File: src/rtl/edge_extract_pkg.sv
// Shared constants and encodings for the edge-extraction stage and the
// downstream contour stage.
package edge_extract_pkg;

    localparam int WIDTH        = 640;
    localparam int HEIGHT       = 480;
    localparam int ADDR_W       = 19;
    localparam int BIN_W        = 3;
    localparam int CNT_W        = 12;
    localparam int READ_LATENCY = 2;
    localparam int NUM_SLOTS    = 5;

    localparam logic [BIN_W-1:0] EDGE_VALUE = 3'b001;

    typedef enum logic [2:0] {
        ST_IDLE,
        ST_FETCH,
        ST_COLLECT,
        ST_WRITE,
        ST_DONE
    } state_t;

    // Read-slot order within one pixel's fetch burst.
    typedef enum logic [2:0] {
        SLOT_CENTRE,
        SLOT_UP,
        SLOT_DOWN,
        SLOT_LEFT,
        SLOT_RIGHT
    } slot_t;

endpackage

File: src/rtl/edge_extract_if.sv
// Mask-read / edge-write memory bus between the extractor and its BRAMs.
interface edge_extract_if;
    import edge_extract_pkg::*;

    logic [ADDR_W-1:0] mask_addr;
    logic              mask_data;
    logic [ADDR_W-1:0] edge_addr;
    logic [BIN_W-1:0]  edge_data;
    logic              edge_we;

    modport master (
        output mask_addr, edge_addr, edge_data, edge_we,
        input  mask_data
    );

    modport slave (
        input  mask_addr, edge_addr, edge_data, edge_we,
        output mask_data
    );
endinterface

File: src/rtl/raster_counter.sv
// Raster position tracker: x/y plus a linear address kept in step without a
// multiplier, with a flag marking the final pixel of the frame.
module raster_counter
    import edge_extract_pkg::*;
#(
    parameter int W   = WIDTH,
    parameter int H   = HEIGHT,
    parameter int X_W = $clog2(W + 1),
    parameter int Y_W = $clog2(H + 1)
) (
    input  logic              clk,
    input  logic              rst_n,
    input  logic              clr,
    input  logic              en,
    output logic [X_W-1:0]    x,
    output logic [Y_W-1:0]    y,
    output logic [ADDR_W-1:0] addr,
    output logic              last
);
    localparam logic [X_W-1:0] X_LAST = X_W'(W - 1);
    localparam logic [Y_W-1:0] Y_LAST = Y_W'(H - 1);

    logic [X_W-1:0]    x_reg;
    logic [Y_W-1:0]    y_reg;
    logic [ADDR_W-1:0] addr_reg;

    assign last = (x_reg == X_LAST) && (y_reg == Y_LAST);

    // Step one pixel per enable, wrapping x into the next row and the whole
    // frame back to the origin.
    always_ff @(posedge clk) begin
        if (!rst_n || clr) begin
            x_reg    <= '0;
            y_reg    <= '0;
            addr_reg <= '0;
        end else if (en) begin
            if (x_reg == X_LAST) begin
                x_reg <= '0;
                y_reg <= (y_reg == Y_LAST) ? '0 : y_reg + 1'b1;
            end else begin
                x_reg <= x_reg + 1'b1;
            end
            addr_reg <= last ? '0 : addr_reg + 1'b1;
        end
    end

    assign x    = x_reg;
    assign y    = y_reg;
    assign addr = addr_reg;
endmodule

File: src/rtl/edge_extract.sv
// Raster-scans a 1-bit foreground mask, marks foreground pixels touching
// background or the frame border as edges, and counts them (saturating).
module edge_extract #(
    parameter int WIDTH        = edge_extract_pkg::WIDTH,
    parameter int HEIGHT       = edge_extract_pkg::HEIGHT,
    parameter int READ_LATENCY = edge_extract_pkg::READ_LATENCY,
    parameter logic [edge_extract_pkg::BIN_W-1:0] EDGE_VALUE = edge_extract_pkg::EDGE_VALUE
) (
    input  logic                             clk,
    input  logic                             rst_n,
    input  logic                             start,
    edge_extract_if.master                   bus,
    output logic [edge_extract_pkg::CNT_W-1:0] num_pixels,
    output logic                             busy,
    output logic                             done
);
    import edge_extract_pkg::*;

    localparam int X_W = $clog2(WIDTH + 1);
    localparam int Y_W = $clog2(HEIGHT + 1);
    localparam logic [ADDR_W-1:0] ROW_STEP  = ADDR_W'(WIDTH);
    localparam logic [X_W-1:0]    X_LAST    = X_W'(WIDTH - 1);
    localparam logic [Y_W-1:0]    Y_LAST    = Y_W'(HEIGHT - 1);
    localparam logic [CNT_W-1:0]  CNT_MAX   = '1;
    localparam logic [3:0]        WAIT_LAST = 4'(READ_LATENCY - 1);

    state_t                 state_reg, state_next;
    slot_t                  slot_reg, slot_next;
    logic [3:0]             wait_reg, wait_next;
    logic                   start_d_reg;
    logic                   start_rise;
    logic                   cnt_clr, cnt_en, cnt_last;
    logic                   issue;
    logic [X_W-1:0]         x;
    logic [Y_W-1:0]         y;
    logic [ADDR_W-1:0]      addr;
    logic [ADDR_W-1:0]      nb_addr, hold_addr_reg, mask_addr_now;
    logic                   nb_oob;
    logic [READ_LATENCY-1:0] pipe_valid_reg, pipe_valid_next;
    logic [READ_LATENCY-1:0] pipe_force_reg, pipe_force_next;
    logic [NUM_SLOTS-1:0]   sample_reg;
    logic                   edge_hit;
    logic [CNT_W-1:0]       num_reg;

    assign start_rise = start & ~start_d_reg;

    raster_counter #(
        .W   (WIDTH),
        .H   (HEIGHT),
        .X_W (X_W),
        .Y_W (Y_W)
    ) u_raster (
        .clk   (clk),
        .rst_n (rst_n),
        .clr   (cnt_clr),
        .en    (cnt_en),
        .x     (x),
        .y     (y),
        .addr  (addr),
        .last  (cnt_last)
    );

    // State, read-slot and latency-wait registers.
    always_ff @(posedge clk) begin
        if (!rst_n) begin
            state_reg <= ST_IDLE;
            slot_reg  <= SLOT_CENTRE;
            wait_reg  <= '0;
        end else begin
            state_reg <= state_next;
            slot_reg  <= slot_next;
            wait_reg  <= wait_next;
        end
    end

    // Next-state logic: five issue cycles, a fixed latency wait, one write.
    always_comb begin
        state_next = state_reg;
        slot_next  = slot_reg;
        wait_next  = wait_reg;
        cnt_clr    = 1'b0;
        cnt_en     = 1'b0;
        issue      = 1'b0;
        case (state_reg)
            ST_IDLE, ST_DONE: begin
                if (start_rise) begin
                    state_next = ST_FETCH;
                    slot_next  = SLOT_CENTRE;
                    cnt_clr    = 1'b1;
                end
            end
            ST_FETCH: begin
                issue = 1'b1;
                if (slot_reg == SLOT_RIGHT) begin
                    state_next = ST_COLLECT;
                    wait_next  = '0;
                end else begin
                    slot_next = slot_t'(slot_reg + 3'd1);
                end
            end
            ST_COLLECT: begin
                if (wait_reg == WAIT_LAST) state_next = ST_WRITE;
                else                       wait_next  = wait_reg + 4'd1;
            end
            ST_WRITE: begin
                cnt_en     = 1'b1;
                slot_next  = SLOT_CENTRE;
                state_next = cnt_last ? ST_DONE : ST_FETCH;
            end
            default: state_next = ST_IDLE;
        endcase
    end

    // Neighbour address select; out-of-frame neighbours re-read the centre
    // so the address never under/overflows, and their data is forced to 0.
    always_comb begin
        nb_addr = addr;
        nb_oob  = 1'b0;
        case (slot_reg)
            SLOT_UP: begin
                nb_oob  = (y == '0);
                nb_addr = nb_oob ? addr : addr - ROW_STEP;
            end
            SLOT_DOWN: begin
                nb_oob  = (y == Y_LAST);
                nb_addr = nb_oob ? addr : addr + ROW_STEP;
            end
            SLOT_LEFT: begin
                nb_oob  = (x == '0);
                nb_addr = nb_oob ? addr : addr - 1'b1;
            end
            SLOT_RIGHT: begin
                nb_oob  = (x == X_LAST);
                nb_addr = nb_oob ? addr : addr + 1'b1;
            end
            default: begin
                nb_oob  = 1'b0;
                nb_addr = addr;
            end
        endcase
    end

    assign mask_addr_now = issue ? nb_addr : hold_addr_reg;

    // Delay line tracking which cycles return read data, and whether that
    // data must be forced to background.
    assign pipe_valid_next[0] = issue;
    assign pipe_force_next[0] = issue & nb_oob;
    for (genvar gi = 1; gi < READ_LATENCY; gi++) begin : g_pipe
        assign pipe_valid_next[gi] = pipe_valid_reg[gi-1];
        assign pipe_force_next[gi] = pipe_force_reg[gi-1];
    end

    // Start edge detector, address hold, read-return pipeline and samples.
    always_ff @(posedge clk) begin
        if (!rst_n) begin
            start_d_reg    <= 1'b0;
            hold_addr_reg  <= '0;
            pipe_valid_reg <= '0;
            pipe_force_reg <= '0;
            sample_reg     <= '0;
        end else begin
            start_d_reg    <= start;
            hold_addr_reg  <= mask_addr_now;
            pipe_valid_reg <= pipe_valid_next;
            pipe_force_reg <= pipe_force_next;
            if (pipe_valid_reg[READ_LATENCY-1])
                sample_reg <= {sample_reg[NUM_SLOTS-2:0],
                               bus.mask_data & ~pipe_force_reg[READ_LATENCY-1]};
        end
    end

    // After five samples bit 4 holds the centre, bits 3..0 the neighbours.
    assign edge_hit = sample_reg[NUM_SLOTS-1] & ~(&sample_reg[NUM_SLOTS-2:0]);

    // Saturating edge-pixel counter, cleared on every accepted start.
    always_ff @(posedge clk) begin
        if (!rst_n || cnt_clr)
            num_reg <= '0;
        else if (state_reg == ST_WRITE && edge_hit && num_reg != CNT_MAX)
            num_reg <= num_reg + 1'b1;
    end

    assign bus.mask_addr = mask_addr_now;
    assign bus.edge_we   = (state_reg == ST_WRITE);
    assign bus.edge_addr = addr;
    assign bus.edge_data = (state_reg == ST_WRITE && edge_hit) ? EDGE_VALUE : '0;
    assign num_pixels    = num_reg;
    assign busy          = (state_reg == ST_FETCH) || (state_reg == ST_COLLECT) ||
                           (state_reg == ST_WRITE);
    assign done          = (state_reg == ST_DONE);
endmodule

File: src/flat_wrapper.sv
// flat-port wrapper written by rule: the top's interface ports become plain ports
module edge_extract_flat import edge_extract_pkg::*;
#(
    parameter int WIDTH        = edge_extract_pkg::WIDTH,
    parameter int HEIGHT       = edge_extract_pkg::HEIGHT,
    parameter int READ_LATENCY = edge_extract_pkg::READ_LATENCY,
    parameter logic [edge_extract_pkg::BIN_W-1:0] EDGE_VALUE = edge_extract_pkg::EDGE_VALUE
)
  (clk, rst_n, start, num_pixels, busy, done, bus_mask_addr, bus_edge_addr, bus_edge_data, bus_edge_we, bus_mask_data);
  edge_extract_if bus_i ();
  input  logic clk;
  input  logic rst_n;
  input  logic start;
  output logic [edge_extract_pkg::CNT_W-1:0] num_pixels;
  output logic busy;
  output logic done;
  output wire logic [$bits(bus_i.mask_addr)-1:0] bus_mask_addr;
  output wire logic [$bits(bus_i.edge_addr)-1:0] bus_edge_addr;
  output wire logic [$bits(bus_i.edge_data)-1:0] bus_edge_data;
  output wire logic [$bits(bus_i.edge_we)-1:0] bus_edge_we;
  input wire logic [$bits(bus_i.mask_data)-1:0] bus_mask_data;
  assign bus_mask_addr = bus_i.mask_addr;
  assign bus_edge_addr = bus_i.edge_addr;
  assign bus_edge_data = bus_i.edge_data;
  assign bus_edge_we = bus_i.edge_we;
  assign bus_i.mask_data = bus_mask_data;
  edge_extract #(.WIDTH(WIDTH), .HEIGHT(HEIGHT), .READ_LATENCY(READ_LATENCY), .EDGE_VALUE(EDGE_VALUE)) u_core (.clk(clk), .rst_n(rst_n), .start(start), .bus(bus_i), .num_pixels(num_pixels), .busy(busy), .done(done));
endmodule
File: config.mk
export PLATFORM = sky130hd
export DESIGN_NAME = edge_extract_flat
export DESIGN_NICKNAME = d
export VERILOG_FILES = /design/src/rtl/edge_extract_pkg.sv /design/src/rtl/edge_extract_if.sv /design/src/rtl/raster_counter.sv /design/src/rtl/edge_extract.sv /design/src/flat_wrapper.sv
export SDC_FILE = /design/constraint.sdc
export NUM_CORES = 1
export LEC_CHECK = 0
export CAP_MARGIN = 15
export CORE_MARGIN = 5
export CORE_UTILIZATION = 58
export DETAILED_ROUTE_END_ITERATION = 8
export PLACE_DENSITY = 0.8
export SYNTH_ARGS = -nofsm -noshare
export SYNTH_HDL_FRONTEND = slang
export SYNTH_HIERARCHICAL = 1
export SYNTH_SLANG_ARGS = --single-unit
File: constraint.sdc
create_clock -name clk -period 3.7 [get_ports clk]
set_input_delay 0.74 -clock clk [delete_from_list [all_inputs] [get_ports clk]]
set_output_delay 0.74 -clock clk [all_outputs]
set_load 0.01 [all_outputs]
### Word-level counts from Yosys, hierarchy flattened

Cells that the tools add are included.

| cells by class | value |
|---|---|
| add/subtract/negate cells | 9 |
| equal/unequal tests | 17 |
| mux-type cells | 26 |
| bitwise operators | 7 |
| reductions and logical operators | 18 |

Operator list:

| operator | count |
|---|---|
| $mux 19 | 6 |
| $pmux 19 s4 | 1 |
| $add 19x1->19 const B | 1 |
| $add 19x10->19 const B | 1 |
| $sub 19x1->19 const B | 1 |
| $sub 19x10->19 const B | 1 |
| $mux 3 | 6 |
| $add 12x1->12 const B | 1 |
| $eq 3x2->1 const B | 4 |
| $ne 12x12->1 const B | 1 |
| $pmux 3 s4 | 1 |
| $add 10x1->10 const B | 1 |
| $eq 10x10->1 const B | 1 |
| $logic_not 10->1 | 1 |
| $mux 10 | 1 |
| $add 9x1->9 const B | 1 |
| $eq 9x9->1 const B | 1 |
| $logic_not 9->1 | 1 |
| $mux 9 | 1 |
| $pmux 3 s3 | 1 |
| $reduce_and 3->1 | 3 |
| $mux 4 | 2 |
| $pmux 4 s2 | 1 |
| $eq 3x1->1 const B | 2 |
| other kinds (19) | 36 |

| storage, ports and cells | value |
|---|---|
| register bits | 89 |

### Logic depth before layout (Yosys ltp)

Gate-level depths: netlist of run 1.

| logic depth | value |
|---|---|
| word-level depth | 5 |
| depth in mapped cells | 10 |
| gate-level depth less buffers | 9 |

### Modules after synthesis

The synthesis of run 1 kept the hierarchy.

Modules (own cells, without submodules):

| module | times used | cells an instance | area an instance (um2) |
|---|---|---|---|
| edge_extract | 1 | 577 | 4209.0 |
| raster_counter | 1 | 212 | 1813.0 |

### Worst setup path before layout of run 1

OpenSTA, ideal clock, no wires.

| path | value |
|---|---|
| path kind | register to output |
| start | register u_core.u_raster.addr_reg[0], in the netlist u_core/u_raster/addr[0] |
| end | output port bus_mask_addr[18] |
| arrival time | 2.508 ns |
| data required time | 2.960 ns |
| setup slack | 0.452 ns |
| cell stages (with the launch flop) | 10 |
| cells stage by stage | dfxtp_1 -> inv_1 -> ha_1 -> or4b_1 -> or3_1 -> buf_2 -> or4_4 -> o21ai_2 -> a2111oi_2 -> nor3_1 |

| between the ends | value |
|---|---|
| cells in the longest elaborated chain, start to end | 4 |
| elaborated cells between the ends (all ways) | 10 |

Ends and longest elaborated chain:

| item | RTL line | RTL |
|---|---|---|
| start, declared | raster_counter.sv:25 | `logic [ADDR_W-1:0] addr_reg;` |
| start signal, assigned | raster_counter.sv:43 | `addr_reg <= last ? '0 : addr_reg + 1'b1;` |
| $add 19x1->19, or another cell as far along | edge_extract.sv:134 | `nb_addr = nb_oob ? addr : addr + 1'b1;` |
| $mux 19, on equally long branches | n/a |  |
| $pmux 19 s4 (*) | edge_extract.sv:119 | `case (slot_reg)` |
| $mux 19 (*) | edge_extract.sv:143 | `assign mask_addr_now = issue ? nb_addr : hold_addr_reg;` |
| end, declared | flat_wrapper.sv:17 | `output wire logic [$bits(bus_i.mask_addr)-1:0] bus_mask_addr;` |

Mark *: on every way between the ends. The rest lies on a longest branch, timed or not.

### Final worst setup path of run 1

| path | value |
|---|---|
| start | register u_core.u_raster.addr_reg[6], in the netlist u_core/u_raster/addr[6] |
| end | output port bus_mask_addr[17] |

Same word-level chain as after synthesis.

==> results.txt, run 1 <==
The repair_antennas step left the layout with diodes totalling 0. The floorplan step defined a die boundary enclosing around 13000 sq um. The insertion delay to the later sink of the worst-skew pair came out at 0.37 ns. The number of global-route vias before repair was between 6000 and 7000. The post-detailed-placement half-perimeter wirelength came out at between 10 and 15 mm. Wires add up to between 15 and 20 mm. The routability-driven placement congestion ratio is just under 1.

The max-slew violation total from the final report is 0. The max-capacitance violation count is 0. The residual DRC count came out at 0. The final setup violation count came out at 0. The count of distinct cell types in the synthesized netlist came out at 75. STA classifies the critical path startpoint as a register. In this run the critical register-to-register path is launched from u_core/state_reg[1]. The final critical delay including setup and external delays is 3.598 ns. The post-synthesis to final-layout area growth is 24.35%. The boundary pin count came out at 60.

Power spread over the standard cell area amounts to roughly 250 nW/um^2. The register area came out at between 1500 and 2000 sq um. The async set-reset flop share out of synthesis came out at 0%. The total number of H-tree levels came out at 3. The number of flops mapped to enable cells by yosys is 0. The total core area is about 10000 sq um. The worst setup path is captured at an output pin. In this run, placement finished with an instance count of about 990.

The multi-input combinational cell area came out at ~4200 sq um. The final-layout setup total negative slack is 0 ns. The worst hold-check slack came out at roughly 0.43 ns. STA puts the critical path data arrival time at around 2.9 ns. In the post-route analysis, the smallest setup slack over all paths is between 0.1 and 0.15 ns.

Excluding fillers, the count of instances in the completed layout stands at about 1000. The clock passes through at most 2 buffers. The cell area after synthesis came out at 6022 sq um. The number of synthesis warnings is 6.

The placement-stage worst setup slack is 0.06591 ns. The height of the chip came out at roughly 110 um. The required time of the critical path is between 2 and 3 ns.

The residual overflow from global routing is 0. The global-route wire length before repair came out at approximately 31 mm. The number of endpoints with negative hold slack in the final report came out at 0. Synthesis produced around 800 cells.

The maximum net fanout on the critical path is 4. The final routed wire length divided by cell count came out at between 15 and 20 um. The class of the most critical hold timing path is reg2reg. The DRC violation total after the first TritonRoute iteration came out at about 750.

The final core utilization is about three quarters. After synthesis, flip-flops and latches occupy slightly below 30% of the total area. The critical path in this run is classified as reg2out. The effective utilization at floorplan is 58.86%. The number of rows created at floorplan is 37. The reg-to-reg setup timing slack is 0.99 ns. The worst hold path begins at u_core/pipe_valid_reg[0]. The maximum achievable frequency came out at 277.9 MHz. The register clock-pin slew on the reported worst setup and hold paths came out at 0.09 ns. The most frequently used flop master after synthesis is sky130_fd_sc_hd__dfxtp_1. Counting cells, the worst reg-to-reg path comes to 6. The count of filler cells inserted in the layout came out at 785. The clock tree from TritonCTS is built. The via density per instance came out at 6.467.

Measured against its own limit, the worst slew margin works out to between 50 and 60%. Dividing the synthesized area by the synthesized cell count gives roughly 7.6 sq um. The global-route met2 utilization came out at around half. The number of port buffers came out at between 50 and 60. At the pin with the least slew margin, the transition time is ~0.71 ns. The met3 track demand over resource came out at under 10%.

The final cycle utilization of the critical path came out at approximately 97%. Across the VDD grid, the largest voltage drop is around 0.21 mV. The leakage power of the design came out at about 2.7 nW. The remaining antenna violation count after routing is 0. The total iterations of the first detailed-routing run came out at 6.

The worst setup skew after layout is roughly 0.012 ns. The cell sitting at the root of the clock tree is a sky130_fd_sc_hd__clkbuf_8. The layer flagged by global routing as most heavily used is met2. The run finished with clean final reports. Clock tree synthesis inserted a total of 9 buffers. The proportion of layout cells with a drive suffix above 1 is between 10% and 20%.

Setup repair after global routing could not meet its margin everywhere. The path with the worst hold slack has its endpoint at u_core/pipe_valid_reg[1]. The flop and latch count out of synthesis is 89. The final-stage net count came out at 896. Counting every sink on the clock net gives 89.

The initial antenna violation count came out at 0. The worst register-to-register path ends at u_core/u_raster/addr[15]. The total routing resource utilization after global routing is a little over 30%.

The number of cells on the worst hold path is 1. The pin count of the biggest net entering global routing came out at 33. Summing over every cut layer, the via total after detailed routing is roughly 6600. Global routing consumed, on the met1 layer, approximately two fifths of the routing resources. The floorplan die width came out at around 110 um.
## critical path, cell delays in order (launching register included)
cell,delay (ns)
sky130_fd_sc_hd__dfxtp_1,0.32
sky130_fd_sc_hd__or4_4,0.57
sky130_fd_sc_hd__o21ai_4,0.21
sky130_fd_sc_hd__buf_4,0.14
sky130_fd_sc_hd__nand4_1,0.11
sky130_fd_sc_hd__xor2_1,0.17
sky130_fd_sc_hd__o2111a_1,0.26
sky130_fd_sc_hd__a21oi_1,0.16
sky130_fd_sc_hd__clkdlybuf4s50_1,0.55
## synthesized netlist by cell type, types with 4 or more instances
cell / n / area share [%]
sky130_fd_sc_hd__nor2_1: 93 / 5.8
sky130_fd_sc_hd__dfxtp_1: 89 / 30
sky130_fd_sc_hd__nand2_1: 65 / 4.1
sky130_fd_sc_hd__a21oi_1: 40 / 3.3
sky130_fd_sc_hd__clkbuf_1: 38 / 2.4
sky130_fd_sc_hd__o21ai_0: 32 / 2.7
sky130_fd_sc_hd__nand3_1: 31 / 2.6
sky130_fd_sc_hd__nor3_1: 30 / 2.5
sky130_fd_sc_hd__nand4_1: 28 / 2.9
sky130_fd_sc_hd__xor2_1: 23 / 3.3
sky130_fd_sc_hd__and2_1: 21 / 2.2
sky130_fd_sc_hd__nand2b_1: 20 / 2.1
sky130_fd_sc_hd__xnor2_1: 18 / 2.6
sky130_fd_sc_hd__ha_1: 16 / 3.3
sky130_fd_sc_hd__inv_1: 16 / 1.0
sky130_fd_sc_hd__or3_1: 16 / 1.7
sky130_fd_sc_hd__a31oi_1: 15 / 1.6
sky130_fd_sc_hd__nor4_1: 15 / 1.6
sky130_fd_sc_hd__and3_1: 14 / 1.5
sky130_fd_sc_hd__mux2i_1: 12 / 2.0
sky130_fd_sc_hd__nor2b_1: 12 / 1.2
sky130_fd_sc_hd__a211oi_1: 9 / 1.1
sky130_fd_sc_hd__o31ai_1: 8 / 1.0
sky130_fd_sc_hd__and4_1: 7 / 1.0
sky130_fd_sc_hd__o211ai_1: 7 / 0.87
sky130_fd_sc_hd__o21a_1: 7 / 0.87
sky130_fd_sc_hd__o22ai_1: 7 / 0.73
sky130_fd_sc_hd__nand3b_1: 5 / 0.62
sky130_fd_sc_hd__nor3b_1: 5 / 0.62
sky130_fd_sc_hd__or2_2: 5 / 0.52
sky130_fd_sc_hd__or4_1: 5 / 0.62
sky130_fd_sc_hd__a22oi_1: 4 / 0.50
sky130_fd_sc_hd__a311oi_1: 4 / 0.58
sky130_fd_sc_hd__o311ai_0: 4 / 0.58
## power breakdown
group	switching [mW]	internal [mW]
clock	0.374	0.244
sequential	0.00865	0.975
combinational	0.143	0.100
## metal layers
layer | part of all wire, % | up-vias
met5 | 0 | -
met1 | 44 | 3108
met4 | 1.8 | 0
met3 | 8.2 | 52
li1 | - | 3072
met2 | 46 | 338
## cells by family after synthesis
kind of cell / Yosys count / share of synthesized area (%)
AND/OR/NAND/NOR: 384 / 33.60
AO/OA/AOI/OAI: 179 / 20.61
flip-flops: 89 / 29.59
buffers and inverters: 66 / 4.675
XOR/XNOR: 41 / 5.963
adder cells (fa/ha/maj): 16 / 3.324
multiplexers: 13 / 2.182
other: 1 / 0.06227
## what timing repair did
action / in CTS / in global routing
buffers inserted: 2 / 5
endpoints found under the setup margin: 19 / 14
pin swaps: 5 / 7
gates resized for setup: 28 / 52
hold buffers: 0 / 0
## worst max path at each step
stage	slack, ns	from	end	cells past startpoint
floorplan	0.45	u_core/u_raster/addr[0]	bus_mask_addr[18]	9
global placement	0.1	u_core/u_raster/addr[1]	bus_mask_addr[13]	9
detailed placement	0.07	u_core/slot_reg[0]	bus_mask_addr[13]	11
CTS	-0.05	u_core/slot_reg[1]	bus_mask_addr[13]	11
global route	-0.05	u_core/slot_reg[0]	bus_mask_addr[4]	9
finish	0.10	u_core/u_raster/addr[6]	bus_mask_addr[17]	8
## through the flow
step | cell area, sq um | power, mW
6_report | 7488 | 1.844
5_1_grt | 7488 | 1.917
4_1_cts | 7254 | 1.856
3_5_place_dp | 7002 | 1.240
3_3_place_gp | 7002 | 1.236
2_1_floorplan | 6026 | 1.140
## cell type report
| type | instances | share of cell area [%] |
|---|---|---|
| flip-flops and latches | 89 | 23.89 |
| clock buffers | 9 | 1.654 |
| clock inverters | 6 | 0.5848 |
| multi-input cells | 635 | 56.24 |
| inverters | 17 | 0.9023 |
| well taps | 136 | 2.272 |
| repair buffers | 124 | 14.45 |
## cells in the final DEF, fill, tap and decap left out, types with 8 or more instances in the layout
master / Yosys / layout
sky130_fd_sc_hd__xor2_1: 23 / 23
sky130_fd_sc_hd__nand2_1: 65 / 64
sky130_fd_sc_hd__nor4_1: 15 / 13
sky130_fd_sc_hd__dfxtp_1: 89 / 83
sky130_fd_sc_hd__nand3_1: 31 / 29
sky130_fd_sc_hd__inv_1: 16 / 16
sky130_fd_sc_hd__mux2i_1: 12 / 11
sky130_fd_sc_hd__nor2b_1: 12 / 9
sky130_fd_sc_hd__xnor2_1: 18 / 18
sky130_fd_sc_hd__nand4_1: 28 / 28
sky130_fd_sc_hd__and3_1: 14 / 12
sky130_fd_sc_hd__and2_1: 21 / 19
sky130_fd_sc_hd__ha_1: 16 / 11
sky130_fd_sc_hd__clkbuf_8: 0 / 9
sky130_fd_sc_hd__nor3_1: 30 / 28
sky130_fd_sc_hd__buf_4: 2 / 64
sky130_fd_sc_hd__a21oi_1: 40 / 40
sky130_fd_sc_hd__a31oi_1: 15 / 14
sky130_fd_sc_hd__o21ai_0: 32 / 31
sky130_fd_sc_hd__a211oi_1: 9 / 8
sky130_fd_sc_hd__clkdlybuf4s50_1: 0 / 46
sky130_fd_sc_hd__nand2b_1: 20 / 20
sky130_fd_sc_hd__nor2_1: 93 / 91
sky130_fd_sc_hd__or3_1: 16 / 14
No activity file was read; power rests on OpenSTA's default activity.
==> inputs of run 2 (changes only) <==
Settings changed: CAP_MARGIN 15 to 20.
==> results of run 2 <==
No change in the layout: final DEF, timing and power equal those of run 1.
==> inputs of run 3 (changes only) <==
Settings changed: CORE_MARGIN 5 to 2, CTS_CLUSTER_DIAMETER from default to 30, RECOVER_POWER from default to 100.
==> run 3 against run 2 <==
Effect of this change:
- power up 9.2%
- non-clock buffer count fell by 8
- combinational power barely moved
- routed wire length shrank 0.37%
- worst setup slack worse by 0.060 ns
- first-iteration DRC count rose by 4.0%
- design area barely moved
- via count fell by 0.68%
- critical path type unchanged
==> results.txt, run 3 (same netlist as run 1, synthesis figures left out) <==
The maximum achievable frequency came out at around 270 MHz. Measured in cells, the most critical reg-to-reg path has a length of 6. The number of placed instances with taps included came out at 987.

Dividing total power by cell area gives a power density of between 200 and 300 nW/um^2. The remaining antenna violation count after routing came out at 0. The type of destination of the critical path is an output pin. The floorplan die width is 105.9 um. Counting instances, the worst hold path has a depth of 1.

Leaving out fill and tap cells, the most frequent cells in the layout are 91 x sky130_fd_sc_hd__nor2_1, 81 x sky130_fd_sc_hd__dfxtp_1, 64 x sky130_fd_sc_hd__nand2_1. The number of antenna repair diodes is 0. In this run the critical register-to-register path is launched from u_core/state_reg[1]. The total core area is 10180 sq um. The H-tree was split into 3 levels. The final cycle utilization of the critical path is between 90% and 100%. The class of the most critical hold timing path is reg2reg. The leakage power of the design is around 2.7 nW. The initial antenna violation count came to 0. The detailed router placed 6525 vias in this run. The final-stage net count is slightly below 900.

The routability-driven placement congestion ratio is approximately 1.0. The routed wire length is slightly below 20 mm. The register clock-pin slew on the reported worst setup and hold paths is ~0.10 ns.

The maximum ir drop on the vdd rail is 0.2101 mV. The via density per instance is between 6 and 7. The switching share of power is around a quarter. Entering global routing, the biggest net connects 33 pins. The clock tree buffer depth is 2. The combinational share of power came out at 12.1%.

The height of the chip came out at roughly 110 um. The clock tree from TritonCTS is built. The startpoint class of the critical path is a register. Global routing consumed, over all layers together, between 30% and 40% of the routing resources.

The final-layout setup total negative slack is 0 ns. The required time of the critical path is roughly 3.0 ns. In this run the count of I/O pins placed on the die edge is 60. The total net switching power came out at 535.6 uW. The critical path in this run is classified as reg2out. The origin of the worst min-delay path is u_core/pipe_valid_reg[0]. The final critical delay including setup and external delays came out at around 3.7 ns. The final non-filler cell total came out at 1008.

The TritonCTS buffer count is 9. The number of endpoints with negative hold slack in the final report came out at 0. The number of global-route vias before repair came out at around 6100. Setup repair after global routing could not meet its margin everywhere. The post-detailed-placement half-perimeter wirelength is 13.91 mm.

In this run the worst path has a maximum fanout of 6. The sequential share of power came out at ~49%. The final setup violation count came out at 0.

The total iterations of the first detailed-routing run is 6. The number of hold buffers added after CTS is 0. From synthesis to final layout, the design area changed by 24.43%. The most common cell after layout, fill and taps aside is sky130_fd_sc_hd__nor2_1. Clock latency on the worst-skew pair, taken at its later pin, is around 0.38 ns. The global-route wire length before repair came out at 30.77 mm. The slew at the pin closest to its max-slew limit came out at ~1.2 ns. Headroom to the max-slew limit came out at 17.97%.

The residual overflow from global routing came out at 0. At the worst endpoint, the arrival time is around 2.9 ns. The clock arrives with between 0.015 and 0.02 ns of skew.

The effective utilization at floorplan came out at about three fifths. The number of rows created at floorplan came out at 37. The clock network power share came out at between 30% and 40%. After detailed routing, the number of remaining DRC violations is 0. The post-route netlist has between 15 and 20% of its cells at a drive strength greater than 1.

The final routed wire length divided by cell count came out at about 19 um. Across the run, the number of max-cap violations was 0. The DRC violation total after the first TritonRoute iteration came out at 777. The die covers about 11000 sq um. The max-slew violation total from the final report is 0. Tracing the worst setup path back leads to its startpoint at u_core/u_raster/addr[8]. The number of port buffers is 57. The clock sink total came out at 89. The total internal power is around 1.5 mW. The flow ran to the end, and the final reports show no timing, DRC or antenna violations. The library cell used as clock root buffer is sky130_fd_sc_hd__clkbuf_8. Summing internal, switching and leakage power gives a little over 2 mW.
## run 3: cell types whose count changed in the layout (fill, tap and decap cells not counted), moves of 3 or more
cell                              delta
sky130_fd_sc_hd__clkbuf_1            +3
sky130_fd_sc_hd__buf_6               +3
sky130_fd_sc_hd__ha_1                -3
sky130_fd_sc_hd__clkdlybuf4s50_1    -12
sky130_fd_sc_hd__dlygate4sd3_1      +14
sky130_fd_sc_hd__buf_4              -13
## run 3: worst max-delay path, cell delays in order, from the launching register on
cell	delay, ns
sky130_fd_sc_hd__dfxtp_1	0.51
sky130_fd_sc_hd__inv_1	0.20
sky130_fd_sc_hd__ha_4	0.23
sky130_fd_sc_hd__nor2b_2	0.17
sky130_fd_sc_hd__and3_1	0.22
sky130_fd_sc_hd__a311o_1	0.38
sky130_fd_sc_hd__a41oi_2	0.25
sky130_fd_sc_hd__clkdlybuf4s50_1	0.58
## run 3: repair_timing
action,4_1_cts,5_1_grt
endpoints found under the setup margin,17,18
setup buffers,0,6
pin swaps,3,8
gates resized for setup,17,68
## run 3: power by group through the flow
stage / clock network, mW / registers (mW) / logic [mW]
floorplan: 0 / 1.00 / 0.137
global placement: 0 / 1.00 / 0.230
detailed placement: 0 / 1.01 / 0.233
CTS: 0.791 / 0.984 / 0.234
global route: 0.823 / 0.986 / 0.260
finish: 0.786 / 0.984 / 0.244
## run 3: stage by stage
stage / worst slack (ns) / hold slack [ns] / cell area [sq um] / util, %
2_1_floorplan: 0.4524 / 0.4119 / 6026 / -
5_1_grt: -0.01563 / 0.4346 / 7493 / 73.57
3_5_place_dp: 0.1309 / 0.4223 / 6949 / 68.23
6_report: 0.04254 / 0.4270 / 7493 / 73.57
3_3_place_gp: 0.08564 / 0.4170 / 6949 / 68.23
4_1_cts: -0.1428 / 0.4310 / 7218 / 70.87
## run 3: final timing paths
kind / to / slack, ns
worst min register to register: u_core/pipe_valid_reg[1] / 0.43
worst min-delay path: u_core/pipe_valid_reg[1] / 0.43
worst max register to register: u_core/u_raster/addr[15] / 1.14
worst max-delay path: bus_mask_addr[11] / 0.04
## run 3: area by class of cell
| cell class | count | area (sq um) |
|---|---|---|
| multi-input combinational | 635 | 4225 |
| fill | 818 | 2691 |
| sequential | 89 | 1792 |
| tap | 136 | 170.2 |
| clock buffer | 10 | 137.6 |
| clock inverter | 5 | 87.58 |
| inverter | 17 | 67.56 |
| timing repair buffer | 116 | 1013 |
## run 3: routing by layer
layer	track usage [%]	vias up	routed length, um
li1	-	3056	-
met1	47.24	3074	8336
met2	53.46	342	9011
met3	5.212	53	1709
met4	14.29	0	522
met5	0	-	0
